===== config.mk =====
export PLATFORM = sky130hd
export DESIGN_NAME = keypad_add_ctrl_flat
export DESIGN_NICKNAME = d
export VERILOG_FILES = /design/src/rtl/keypad_add_ctrl_if.sv /design/src/rtl/keypad_add_ctrl.sv /design/src/flat_wrapper.sv
export SDC_FILE = /design/constraint.sdc
export NUM_CORES = 1
export LEC_CHECK = 0
export CAP_MARGIN = 25
export CORE_UTILIZATION = 30
export CTS_CLUSTER_SIZE = 25
export DETAILED_ROUTE_END_ITERATION = 8
export GPL_TIMING_DRIVEN = 0
export MAX_ROUTING_LAYER = met4
export SLEW_MARGIN = 25
export SYNTH_ARGS = -nofsm -noshare
export SYNTH_HDL_FRONTEND = slang
export SYNTH_SLANG_ARGS = --single-unit

===== constraint.sdc =====
create_clock -name clk_in -period 2.6 [get_ports clk_in]
set_input_delay 0.26 -clock clk_in [delete_from_list [all_inputs] [get_ports clk_in]]
set_output_delay 0.26 -clock clk_in [all_outputs]
set_load 0.01 [all_outputs]

===== src/rtl/keypad_add_ctrl_if.sv =====
// Connection bundle between the keypad/adder controller and its neighbours:
// matrix scanner inputs, serial adder handshake and the display-facing status.
interface keypad_add_ctrl_if;
  logic       key_flag;
  logic [4:0] key_code;
  logic       add_start;
  logic [7:0] add_a;
  logic [7:0] add_b;
  logic       add_done;
  logic [8:0] add_sum;
  logic [8:0] result;
  logic       result_valid;
  logic [2:0] state_code;
  logic       err;

  modport master (
    input  key_flag, key_code, add_done, add_sum,
    output add_start, add_a, add_b, result, result_valid, state_code, err
  );

  modport slave (
    output key_flag, key_code, add_done, add_sum,
    input  add_start, add_a, add_b, result, result_valid, state_code, err
  );
endinterface


===== src/rtl/keypad_add_ctrl.sv =====
// Keypad-driven two-operand adder controller: debounces key presses, collects
// operands A and B, launches the serial adder and captures its sum.
module keypad_add_ctrl #(
  parameter int unsigned DEB_CYCLES = 4,
  parameter int unsigned TIMEOUT    = 1023
) (
  input  logic              clk_in,
  input  logic              rst,
  keypad_add_ctrl_if.master bus
);
  localparam int unsigned DW = 4;
  localparam int unsigned TW = 16;
  localparam logic [DW-1:0] DEB_N   = DW'(DEB_CYCLES);
  localparam logic [TW-1:0] TO_LAST = TW'(TIMEOUT - 1);

  typedef enum logic [2:0] {
    ENTER_A = 3'd0,
    ENTER_B = 3'd1,
    START   = 3'd2,
    WAIT    = 3'd3,
    SHOW    = 3'd4,
    ERROR   = 3'd5
  } state_e;

  logic          key_ok;
  logic [DW-1:0] press_cnt_q, press_cnt_d;
  logic [DW-1:0] rel_cnt_q, rel_cnt_d;
  logic [DW-1:0] press_next;
  logic [3:0]    code_q, code_d;
  logic          lock_q, lock_d;
  logic          acc_q, acc_d;
  logic [3:0]    acc_code_q, acc_code_d;

  state_e        state_q;
  logic [7:0]    a_q, b_q;
  logic [8:0]    result_q;
  logic          rv_q, err_q, start_q;
  logic [TW-1:0] to_cnt_q;

  logic key_digit, key_enter, key_clear, do_clear;

  // Codes 12..31 behave exactly like an idle keypad.
  assign key_ok = bus.key_flag && (bus.key_code <= 5'd11);

  // Press/release debounce; lock_q holds off further presses until a clean release.
  always_comb begin
    press_cnt_d = '0;
    rel_cnt_d   = '0;
    code_d      = code_q;
    lock_d      = lock_q;
    acc_d       = 1'b0;
    acc_code_d  = acc_code_q;
    press_next  = ((press_cnt_q != '0) && (bus.key_code[3:0] == code_q)) ?
                  press_cnt_q + DW'(1) : DW'(1);
    if (lock_q) begin
      if (!key_ok) begin
        rel_cnt_d = rel_cnt_q + DW'(1);
        if (rel_cnt_d == DEB_N) begin
          lock_d    = 1'b0;
          rel_cnt_d = '0;
        end
      end
    end else if (key_ok) begin
      code_d = bus.key_code[3:0];
      if (press_next == DEB_N) begin
        acc_d      = 1'b1;
        acc_code_d = bus.key_code[3:0];
        lock_d     = 1'b1;
      end else begin
        press_cnt_d = press_next;
      end
    end
  end

  assign key_digit = acc_q && (acc_code_q <= 4'd9);
  assign key_enter = acc_q && (acc_code_q == 4'd10);
  assign key_clear = acc_q && (acc_code_q == 4'd11);
  assign do_clear  = key_clear && ((state_q == ENTER_A) || (state_q == ENTER_B) ||
                                   (state_q == SHOW)    || (state_q == ERROR));

  always_ff @(posedge clk_in) begin
    if (rst) begin
      press_cnt_q <= '0;
      rel_cnt_q   <= '0;
      code_q      <= '0;
      lock_q      <= 1'b0;
      acc_q       <= 1'b0;
      acc_code_q  <= '0;
      state_q     <= ENTER_A;
      a_q         <= '0;
      b_q         <= '0;
      result_q    <= '0;
      rv_q        <= 1'b0;
      err_q       <= 1'b0;
      start_q     <= 1'b0;
      to_cnt_q    <= '0;
    end else begin
      press_cnt_q <= press_cnt_d;
      rel_cnt_q   <= rel_cnt_d;
      code_q      <= code_d;
      lock_q      <= lock_d;
      acc_q       <= acc_d;
      acc_code_q  <= acc_code_d;
      start_q     <= 1'b0;
      if (do_clear) begin
        state_q  <= ENTER_A;
        a_q      <= '0;
        b_q      <= '0;
        result_q <= '0;
        rv_q     <= 1'b0;
        err_q    <= 1'b0;
      end else begin
        case (state_q)
          ENTER_A: begin
            if (key_digit)      a_q     <= {a_q[3:0], acc_code_q};
            else if (key_enter) state_q <= ENTER_B;
          end
          ENTER_B: begin
            if (key_digit) begin
              b_q <= {b_q[3:0], acc_code_q};
            end else if (key_enter) begin
              state_q <= START;
              start_q <= 1'b1;
            end
          end
          START: begin
            to_cnt_q <= '0;
            state_q  <= WAIT;
          end
          // A done pulse on the final timeout cycle still counts as success.
          WAIT: begin
            if (bus.add_done) begin
              result_q <= bus.add_sum;
              rv_q     <= 1'b1;
              state_q  <= SHOW;
            end else if (to_cnt_q == TO_LAST) begin
              err_q   <= 1'b1;
              state_q <= ERROR;
            end else begin
              to_cnt_q <= to_cnt_q + TW'(1);
            end
          end
          SHOW: begin
            if (key_digit) begin
              a_q     <= {4'h0, acc_code_q};
              b_q     <= '0;
              rv_q    <= 1'b0;
              state_q <= ENTER_A;
            end else if (key_enter) begin
              rv_q    <= 1'b0;
              start_q <= 1'b1;
              state_q <= START;
            end
          end
          ERROR: state_q <= ERROR;
          default: state_q <= ENTER_A;
        endcase
      end
    end
  end

  assign bus.add_start    = start_q;
  assign bus.add_a        = a_q;
  assign bus.add_b        = b_q;
  assign bus.result       = result_q;
  assign bus.result_valid = rv_q;
  assign bus.state_code   = state_q;
  assign bus.err          = err_q;

endmodule


===== src/flat_wrapper.sv =====
// flat-port wrapper written by rule: the top's interface ports become plain ports
module keypad_add_ctrl_flat 
#(
  parameter int unsigned DEB_CYCLES = 4,
  parameter int unsigned TIMEOUT    = 1023
)
  (clk_in, rst, bus_key_flag, bus_key_code, bus_add_done, bus_add_sum, bus_add_start, bus_add_a, bus_add_b, bus_result, bus_result_valid, bus_state_code, bus_err);
  keypad_add_ctrl_if bus_i ();
  input  logic clk_in;
  input  logic rst;
  input wire logic [$bits(bus_i.key_flag)-1:0] bus_key_flag;
  input wire logic [$bits(bus_i.key_code)-1:0] bus_key_code;
  input wire logic [$bits(bus_i.add_done)-1:0] bus_add_done;
  input wire logic [$bits(bus_i.add_sum)-1:0] bus_add_sum;
  output wire logic [$bits(bus_i.add_start)-1:0] bus_add_start;
  output wire logic [$bits(bus_i.add_a)-1:0] bus_add_a;
  output wire logic [$bits(bus_i.add_b)-1:0] bus_add_b;
  output wire logic [$bits(bus_i.result)-1:0] bus_result;
  output wire logic [$bits(bus_i.result_valid)-1:0] bus_result_valid;
  output wire logic [$bits(bus_i.state_code)-1:0] bus_state_code;
  output wire logic [$bits(bus_i.err)-1:0] bus_err;
  assign bus_i.key_flag = bus_key_flag;
  assign bus_i.key_code = bus_key_code;
  assign bus_i.add_done = bus_add_done;
  assign bus_i.add_sum = bus_add_sum;
  assign bus_add_start = bus_i.add_start;
  assign bus_add_a = bus_i.add_a;
  assign bus_add_b = bus_i.add_b;
  assign bus_result = bus_i.result;
  assign bus_result_valid = bus_i.result_valid;
  assign bus_state_code = bus_i.state_code;
  assign bus_err = bus_i.err;
  keypad_add_ctrl #(.DEB_CYCLES(DEB_CYCLES), .TIMEOUT(TIMEOUT)) u_core (.clk_in(clk_in), .rst(rst), .bus(bus_i));
endmodule

==> results of run 1 <==
[worst max-delay path, delay by kind of cell (launching register included)]
family | cells | cell delay (ns)
AOI/OAI and AO/OA | 2 | 0.40
buffers and inverters | 2 | 0.43
DFF | 1 | 0.42
and+or+nand+nor | 2 | 0.64
[cells in the mapped netlist (2+ instances only)]
cell type  number
o21ai_0         4
nand4_1         7
a211oi_1        9
nor3_1          9
nor2_1         30
or3b_2          4
a211oi_2        2
ha_1            5
or3_1           3
nand2b_1       16
mux2i_1        17
and2_1          4
clkbuf_1        5
o21ba_2         2
xor2_1          7
dfxtp_1        65
inv_1          12
nor2b_1         5
a21o_1          2
and4b_1         2
a22oi_1         8
a21oi_1        24
xnor2_1         3
and3_1          4
nand3_1         7
o31ai_1         3
buf_2           6
mux2_2          2
nand2_1        39
and4_1          2
or4_1           4
a2111oi_0       2
[area by class of cell]
class                      count  area [sq um]
timing repair buffer          48           480
clock inverter                 6          66.3
buffer                        14          68.8
clock buffer                  10           138
multi-input combinational    249          1610
tap                          133           166
inverter                      12          45.0
sequential                    65          1300
fill                        1024          5900
[power by group through the flow]
stage,registers (mW),logic [mW],clock network [mW]
finish,1.00,0.0786,0.884
global route,1.00,0.0867,0.955
CTS,1.00,0.0793,0.915
detailed placement,1.02,0.0790,0
global placement,1.02,0.0780,0
floorplan,1.02,0.0365,0
[final timing paths]
| path | endpoint | slack, ns | cells after the start |
|---|---|---|---|
| hold / removal | u_core.bus.result[7] | 0.45 | 3 |
| hold reg to reg | u_core.bus.result[5] | 0.46 | 2 |
| setup / recovery | u_core.bus.state_code[1] | 0.61 | 6 |
| setup reg to reg | u_core.bus.state_code[1] | 0.61 | 6 |
[sequential cells by signal, indices dropped and copies added, names as in the netlist]
signal	cells
u_core.bus.result	9
u_core.bus.err	1
u_core.acc_q	1
u_core.bus.add_a	8
u_core.acc_code_q	4
u_core.code_q	4
u_core.press_cnt_q	4
u_core.bus.add_start	1
u_core.lock_q	1
u_core.to_cnt_q	16
u_core.bus.add_b	8
u_core.rel_cnt_q	4
u_core.bus.state_code	3
u_core.bus.result_valid	1
[layer usage]
layer | wire length, um | global-route usage | vias up
met2 | 3220 | 0.239 | 55
met1 | 3220 | 0.164 | 1202
li1 | - | - | 1330
met5 | 0 | - | -
met3 | 291 | 0.0492 | 10
met4 | 90 | 0.0484 | 0
[per-stage QoR]
stage,area [sq um],power [mW]
global route,3870,2.04
CTS,3870,1.99
global placement,3670,1.10
detailed placement,3670,1.10
finish,3870,1.96
floorplan,3020,1.06
[cell usage in the layout (no fill, tap or decap), types with 3 or more instances in the layout]
master,n
nand3_1,7
o31ai_1,3
or3_1,3
mux2i_1,17
dfxtp_1,65
buf_2,6
clkbuf_8,10
ha_1,5
xor2_1,7
nor2_1,30
clkinvlp_4,3
xnor2_1,3
a21oi_1,24
nand4_1,7
nand2_1,39
inv_1,12
and2_1,4
a22oi_1,8
o21ai_0,4
and3_1,4
nand2b_1,16
or4_1,4
clkdlybuf4s50_1,48
nor3_1,9
nor2b_1,5
or3b_2,4
a211oi_1,9
clkbuf_1,5
[logic make-up after synthesis]
family | after synthesis | synth area share
AND/OR/NAND/NOR | 147 | 0.264
AO/OA/AOI/OAI | 68 | 0.155
flip-flops | 65 | 0.430
buffers and inverters | 26 | 0.0376
multiplexers | 19 | 0.0637
XOR/XNOR | 10 | 0.0290
adder cells (fa/ha/maj) | 5 | 0.0207
==> impl_metrics.env, run 1 <==
export IMPL_final_setup_viol_count=0
export IMPL_core_area_sq_um=9770
export IMPL_ios=49
export IMPL_crit_arrival_ns=2.23
export IMPL_drt_iter0_markers=74
export IMPL_synth_avg_cell_area_sq_um=8.89
export IMPL_outcome="completed"
export IMPL_fmax_mhz=503
export IMPL_hold_slack_ns=0.453
export IMPL_fin_ws_ns=0.613
export IMPL_syn_area_sq_um=3020
export IMPL_end_kind="register"
export IMPL_initial_utilization=0.309
export IMPL_yosys_area_top_type="dfxtp_1"
export IMPL_postCtsSetupRepairBufs=0
export IMPL_place_congestion=0.791
export IMPL_first_global_vias=2485
export IMPL_io_buffers=48
export IMPL_slowest_delay_ns=0.42
export IMPL_root_buffer="clkbuf_8"
export IMPL_numCtsBuffers=9
export IMPL_power_switching_share=0.232
export IMPL_syn_to_final_growth_pct=28.1
export IMPL_yosysUniqueCellTypes=58
export IMPL_clkPwrFrac=0.450
export IMPL_synth_seq_cells=65
export IMPL_fin_nets=422
export IMPL_power_share_sequential=0.510
export IMPL_holdBufCountCts=0
export IMPL_postRouteWirelength_um=6830
export IMPL_grt_pass1_wl_um=11400
export IMPL_die_width_um=102
export IMPL_clk_pin_slew_ns=0.08
export IMPL_syn_nets=363
export IMPL_drive_gt1_frac=0.0941
export IMPL_worst_slew_pin_slew_ns=0.718
export IMPL_synthArstFlopShare=0
export IMPL_worstHoldPathType="primary input to register"
export IMPL_dp_worst_setup_slack_ns=0.427
export IMPL_finalMaxSlewViolations=0
export IMPL_fp_row_count=36
export IMPL_dp_cells=521
export IMPL_synth_cells=340
export IMPL_clk_path_buf_depth=2
export IMPL_clkLatencyLatePin_ns=0.35
export IMPL_setup_tns_ns=0
export IMPL_dp_hpwl_um=5040
export IMPL_clkSinkCount=65
export IMPL_drc=0
export IMPL_drtPass1Iterations=4
export IMPL_clock_skew_ns=0.00733
export IMPL_yosys_area_top_type_share=0.430
export IMPL_critical_path_class="register to register"
export IMPL_r2r_start="u_core.bus.state_code[1]"
export IMPL_cap_violations=0
export IMPL_grt_max_degree=13
export IMPL_path_max_fanout=10
export IMPL_crit_chain="buf_2 -> nand3b_1 -> nor3_2 -> buf_6 -> a211oi_2 -> o31a_1"
export IMPL_drtAntennaViolNets=0
export IMPL_synthTopCellsByArea="dfxtp_1 (43%), mux2i_1 (5.6%), nand2_1 (4.8%)"
export IMPL_cp_required_ns=2.84
export IMPL_cts_resized=0
export IMPL_hold_start="bus_add_sum[7]"
export IMPL_vias_per_cell=4.84
export IMPL_grt_use_total=0.145
export IMPL_switching_power_mw=0.456
export IMPL_cp_startpoint="u_core.bus.state_code[1]"
export IMPL_final_util=0.396
export IMPL_cts_tree="built"
export IMPL_p_int_mw=1.51
export IMPL_synth_edf_count=0
export IMPL_wl_per_cell_um=12.7
export IMPL_critPathSlowestCell="dfxtp_1"
export IMPL_start_kind="register"
export IMPL_antenna_found_initial=0
export IMPL_ys_seq_area_frac=0.430
export IMPL_finalHoldViolCount=0
export IMPL_fin_cells=537
export IMPL_die_area_sq_um=10500
export IMPL_ir_drop_uv=228
export IMPL_gr_total_overflow=0
export IMPL_synthFlopType="dfxtp_1"
export IMPL_min_period_over_period=0.764
export IMPL_leakage_nw=1.32
export IMPL_antennaDiodeCount=0
export IMPL_rsz0062_at_grt="false"
export IMPL_period_needed_ns=1.99
export IMPL_ys_warn_count=0
export IMPL_ctsHtreeMaxLevel=3
export IMPL_vias=2597
export IMPL_power_frac_comb=0.040
export IMPL_slew_headroom=0.520
export IMPL_die_y_um=102
export IMPL_power_per_cell_area_nw_per_um2=507
Power figures use the tool's default switching activity.
==> run 2: changes to the inputs <==
==> constraint.sdc (replaced) <==
create_clock -name clk_in -period 1.6 [get_ports clk_in]
set_input_delay 0.16 -clock clk_in [delete_from_list [all_inputs] [get_ports clk_in]]
set_output_delay 0.16 -clock clk_in [all_outputs]
set_load 0.01 [all_outputs]
==> impl_metrics.env, run 2 (synthesis results as in run 1) <==
export IMPL_outcome="finished with violations"
export IMPL_violations="negative setup slack"
export IMPL_setup_tns_ns=-2.08
export IMPL_r2r_end="u_core.to_cnt_q[0]"
export IMPL_crit_arrival_ns=2.00
export IMPL_wl_per_cell_um=13.8
export IMPL_largest_reg_flops=16
export IMPL_fmax_mhz=563
export IMPL_final_setup_viol_count=20
export IMPL_syn_to_final_growth_pct=49.8
export IMPL_drtPass1Iterations=4
export IMPL_vias_per_cell=4.84
export IMPL_io_buffers=48
export IMPL_drt_iter0_markers=89
export IMPL_clkLatencyLatePin_ns=0.35
export IMPL_ctsHtreeMaxLevel=3
export IMPL_die_y_um=102
export IMPL_numCtsBuffers=9
export IMPL_end_kind="register"
export IMPL_hold_depth=3
export IMPL_drtAntennaViolNets=0
export IMPL_antennaDiodeCount=0
export IMPL_hold_start="bus_add_sum[5]"
export IMPL_grt_use_total=0.155
export IMPL_root_buffer="clkbuf_8"
export IMPL_clk_path_buf_depth=2
export IMPL_multi_input_area_sq_um=1880
export IMPL_power_per_cell_area_nw_per_um2=726
export IMPL_die_width_um=102
export IMPL_place_congestion=0.844
export IMPL_initial_utilization=0.309
export IMPL_dp_cells=521
export IMPL_postRouteWirelength_um=7910
export IMPL_vias=2776
export IMPL_clkSinkCount=65
export IMPL_fin_nets=460
export IMPL_cap_violations=0
export IMPL_final_util=0.463
export IMPL_leakage_nw=1.60
export IMPL_cts_tree="built"
export IMPL_regMostFlops="u_core.to_cnt_q"
export IMPL_start_kind="register"
export IMPL_r2r_start="u_core.to_cnt_q[0]"
export IMPL_critical_path_class="register to register"
export IMPL_fin_ws_ns=-0.175
export IMPL_cp_required_ns=1.83
export IMPL_min_period_over_period=1.11
export IMPL_worst_slew_pin_slew_ns=0.520
export IMPL_holdBufCountCts=0
export IMPL_fin_cells=574
export IMPL_grt_pass1_wl_um=12200
export IMPL_rrSetupSlack_ns=-0.18
export IMPL_nFillCells=947
export IMPL_die_area_sq_um=10500
export IMPL_finalMaxSlewViolations=0
export IMPL_fp_row_count=36
export IMPL_grt_max_degree=11
export IMPL_clk_pin_slew_ns=0.07
export IMPL_first_global_vias=2603
export IMPL_finalHoldViolCount=0
export IMPL_r2r_cells=6
export IMPL_dp_hpwl_um=4980
export IMPL_clock_skew_ns=0.0113
export IMPL_drive_gt1_frac=0.288
export IMPL_core_area_sq_um=9770
export IMPL_slew_headroom=0.652
export IMPL_gr_total_overflow=0
export IMPL_drc=0
export IMPL_min_to="u_core.bus.result[5]"
export IMPL_final_cell_mix="dfxtp_1 (48), clkdlybuf4s50_1 (47), nand2_1 (39)"
export IMPL_period_needed_ns=1.78
export IMPL_path_max_fanout=3
export IMPL_ir_drop_uv=488
export IMPL_rsz0062_at_grt="true"
export IMPL_ios=49
export IMPL_regArea_sq_um=1340
export IMPL_worstHoldPathType="primary input to register"
export IMPL_final_common_cell="dfxtp_1"
export IMPL_total_power_mw=3.29
export IMPL_antenna_found_initial=0
run 2: metrics by stage:
step	instance area, sq um	setup slack [ns]	hold WS [ns]
after floorplan	3050	-0.112	0.296
final	4530	-0.175	0.359
after CTS	4250	-0.204	0.357
after global routing	4530	-0.237	0.359
after global placement	3700	-0.483	0.434
after detailed placement	3700	-0.465	0.441
run 2: power breakdown:
part           leakage (nW)  total, mW  internal (mW)  switching, mW
registers             0.534       1.62           1.61        0.00426
logic                 0.963      0.143         0.0724         0.0706
clock network         0.106       1.52          0.910          0.614
total                  1.60       3.29           2.60          0.689
run 2: timing repair:
item / CTS / global route
pin swaps: 13 / 17
setup endpoints to repair: 47 / 46
buffers inserted: 21 / 18
resized for setup: 43 / 41
run 2: how the worst max path moves through the flow:
stage                        from                  endpoint  cells after the start
2_1_floorplan  u_core.to_cnt_q[0]        u_core.to_cnt_q[0]                      6
3_3_place_gp         bus_add_done       u_core.to_cnt_q[13]                      6
3_5_place_dp         bus_add_done       u_core.to_cnt_q[13]                      6
4_1_cts        u_core.to_cnt_q[0]        u_core.to_cnt_q[0]                      6
5_1_grt        u_core.to_cnt_q[0]  u_core.bus.state_code[1]                      7
6_report       u_core.to_cnt_q[0]        u_core.to_cnt_q[0]                      6
run 2: final cells by class:
| cell class | count | area share |
|---|---|---|
| Buffer | 13 | 0.0215 |
| Inverter | 12 | 0.00994 |
| Clock inverter | 3 | 0.0144 |
| Tap cell | 133 | 0.0367 |
| Clock buffer | 12 | 0.0320 |
| Timing Repair Buffer | 87 | 0.176 |
| Multi-Input combinational cell | 249 | 0.415 |
| Sequential cell | 65 | 0.295 |
run 2: metal layers:
metal | vias to the layer above | wire (um) | global-route usage
li1 | 1401 | - | -
met1 | 1301 | 3490 | 0.183
met2 | 58 | 3920 | 0.253
met3 | 16 | 363 | 0.0479
met4 | 0 | 138 | 0.0473
met5 | - | 0 | -
run 2: worst max-delay path, stage by stage, from the launching register on:
cell     delay (ns)
dfxtp_2        0.32
inv_2          0.07
ha_4           0.11
or4b_4         0.46
nor3_4         0.18
a21o_1         0.21
mux2_4         0.31
==> run 3: changes to the inputs <==
--- a/config.mk
+++ b/config.mk
@@ -6,11 +6,14 @@
 export NUM_CORES = 1
 export LEC_CHECK = 0
 export CAP_MARGIN = 25
+export CELL_PAD_IN_SITES_DETAIL_PLACEMENT = 0
+export CELL_PAD_IN_SITES_GLOBAL_PLACEMENT = 1
 export CORE_UTILIZATION = 30
 export CTS_CLUSTER_SIZE = 25
 export DETAILED_ROUTE_END_ITERATION = 8
 export GPL_TIMING_DRIVEN = 0
 export MAX_ROUTING_LAYER = met4
+export PLACE_DENSITY_LB_ADDON = 0.1
 export SLEW_MARGIN = 25
 export SYNTH_ARGS = -nofsm -noshare
 export SYNTH_HDL_FRONTEND = slang
==> impl_metrics.env, run 3 (synthesis results as in run 1) <==
export IMPL_drtPass1Iterations=4
export IMPL_first_global_vias=2670
export IMPL_vias_per_cell=4.77
export IMPL_p_int_mw=2.45
export IMPL_grt_pass1_wl_um=12900
export IMPL_slew_headroom=0.606
export IMPL_cap_violations=0
export IMPL_syn_to_final_growth_pct=44.4
export IMPL_drc=0
export IMPL_power_share_sequential=0.502
export IMPL_die_area_sq_um=10500
export IMPL_r2r_cells=6
export IMPL_io_buffers=48
export IMPL_gr_total_overflow=0
export IMPL_die_y_um=102
export IMPL_initial_utilization=0.309
export IMPL_fmax_mhz=560
export IMPL_clk_path_buf_depth=2
export IMPL_wl_met3_um=265
export IMPL_wl_per_cell_um=13.6
export IMPL_violations="negative setup slack"
export IMPL_start_kind="register"
export IMPL_root_buffer="clkbuf_8"
export IMPL_grt_use_total=0.166
export IMPL_hold_start="bus_add_done"
export IMPL_ctsHtreeMaxLevel=3
export IMPL_worstHoldPathType="primary input to register"
export IMPL_grt_max_degree=13
export IMPL_critical_path_class="register to register"
export IMPL_fp_row_count=36
export IMPL_antenna_found_initial=0
export IMPL_regMostFlops="u_core.to_cnt_q"
export IMPL_leakage_nw=1.55
export IMPL_min_to="u_core.bus.err"
export IMPL_clk_pin_slew_ns=0.08
export IMPL_power_switching_share=0.238
export IMPL_final_cell_mix="clkdlybuf4s50_1 (47), dfxtp_1 (47), nand2_1 (38)"
export IMPL_worst_slew_pin_slew_ns=0.589
export IMPL_setup_tns_ns=-1.58
export IMPL_antennaDiodeCount=0
export IMPL_clkSinkCount=65
export IMPL_min_period_over_period=1.12
export IMPL_die_width_um=102
export IMPL_path_max_fanout=3
export IMPL_power_frac_comb=0.044
export IMPL_holdBufCountCts=0
export IMPL_period_needed_ns=1.78
export IMPL_vias=2701
export IMPL_cp_required_ns=1.84
export IMPL_finalMaxSlewViolations=0
export IMPL_largest_reg_flops=16
export IMPL_ios=49
export IMPL_place_congestion=0.714
export IMPL_rsz0062_at_grt="true"
export IMPL_outcome="finished with violations"
export IMPL_drive_gt1_frac=0.266
export IMPL_core_area_sq_um=9770
export IMPL_hold_depth=4
export IMPL_postRouteWirelength_um=7690
export IMPL_power_per_cell_area_nw_per_um2=736
export IMPL_finalHoldViolCount=0
export IMPL_clkPwrFrac=0.454
export IMPL_nFillCells=1009
export IMPL_crit_arrival_ns=2.02
export IMPL_final_util=0.447
export IMPL_cts_tree="built"
export IMPL_drt_iter0_markers=49
export IMPL_final_setup_viol_count=20
export IMPL_fin_ws_ns=-0.185
export IMPL_fin_nets=451
export IMPL_r2r_end="u_core.to_cnt_q[0]"
export IMPL_r2r_start="u_core.to_cnt_q[0]"
export IMPL_rrSetupSlack_ns=-0.18
export IMPL_wl_met2_um=3610
export IMPL_routed_top_layer="met4"
export IMPL_numCtsBuffers=9
export IMPL_dp_hpwl_um=5110
export IMPL_ir_drop_uv=410
export IMPL_clock_skew_ns=0.00906
export IMPL_met1Wirelength_um=3740
export IMPL_clkLatencyLatePin_ns=0.35
export IMPL_switching_power_mw=0.765
export IMPL_end_kind="register"
export IMPL_drtAntennaViolNets=0
run 3: cell types whose count changed in the layout (fill, tap and decap cells not counted), sizes merged:
cell	previous run	this run
buf	45	37
bufinv	2	1
clkbuf	19	16
clkinv	1	4
dlygate4sd2	1	0
dlymetal6s2s	0	1
inv	12	13
run 3: how the worst max path moves through the flow:
stage / startpoint / end / slack [ns] / cells after the start
6_report: u_core.to_cnt_q[0] / u_core.to_cnt_q[0] / -0.18 / 6
5_1_grt: u_core.to_cnt_q[0] / u_core.to_cnt_q[1] / -0.26 / 6
4_1_cts: u_core.to_cnt_q[0] / u_core.to_cnt_q[0] / -0.25 / 6
3_5_place_dp: bus_add_done / u_core.to_cnt_q[13] / -0.47 / 6
3_3_place_gp: bus_add_done / u_core.to_cnt_q[13] / -0.46 / 6
2_1_floorplan: u_core.to_cnt_q[0] / u_core.to_cnt_q[0] / -0.11 / 6
run 3: what timing repair did:
| action | in CTS | in global routing |
|---|---|---|
| setup endpoints to repair | 49 | 46 |
| pin swaps | 14 | 13 |
| resized for setup | 36 | 36 |
| gates cloned | 0 | 0 |
| setup buffers | 18 | 14 |
run 3: area by class of cell:
type	instances	area (sq um)	share of cell area
Timing Repair Buffer	78	721	0.165
Inverter	12	47.5	0.0109
Multi-Input combinational cell	249	1780	0.408
Buffer	13	103	0.0235
Clock inverter	6	66.3	0.0152
Sequential cell	65	1340	0.308
Tap cell	133	166	0.0381
Clock buffer	10	138	0.0315
run 3: through the flow:
stage	power, mW	cells	worst slack [ns]	hold WS, ns	cell area (sq um)
2_1_floorplan	1.72	340	-0.112	0.296	3050
3_3_place_gp	1.79	521	-0.460	0.432	3700
3_5_place_dp	1.79	521	-0.472	0.440	3700
4_1_cts	3.27	555	-0.248	0.337	4160
5_1_grt	3.36	566	-0.260	0.347	4370
6_report	3.21	566	-0.185	0.326	4370
run 3: worst max-delay path, cell delays in order (launching register included):
cell and delay, ns:
dfxtp_2 0.33, inv_2 0.07, ha_4 0.11, or4b_4 0.47
nor3_4 0.18, a21o_1 0.21, mux2_4 0.31
run 3: metal layers:
layer / GRT usage / vias to the layer above
li1: - / 1390
met1: 0.203 / 1259
met2: 0.262 / 44
met3: 0.0540 / 8
met4: 0.0462 / 0
met5: - / -
run 3: power by group through the flow:
| stage | logic, mW | clock network, mW | registers (mW) |
|---|---|---|---|
| 3_5_place_dp | 0.130 | 0 | 1.66 |
| 3_3_place_gp | 0.130 | 0 | 1.66 |
| 4_1_cts | 0.137 | 1.52 | 1.62 |
| 5_1_grt | 0.157 | 1.59 | 1.61 |
| 6_report | 0.142 | 1.46 | 1.61 |
| 2_1_floorplan | 0.0598 | 0 | 1.66 |
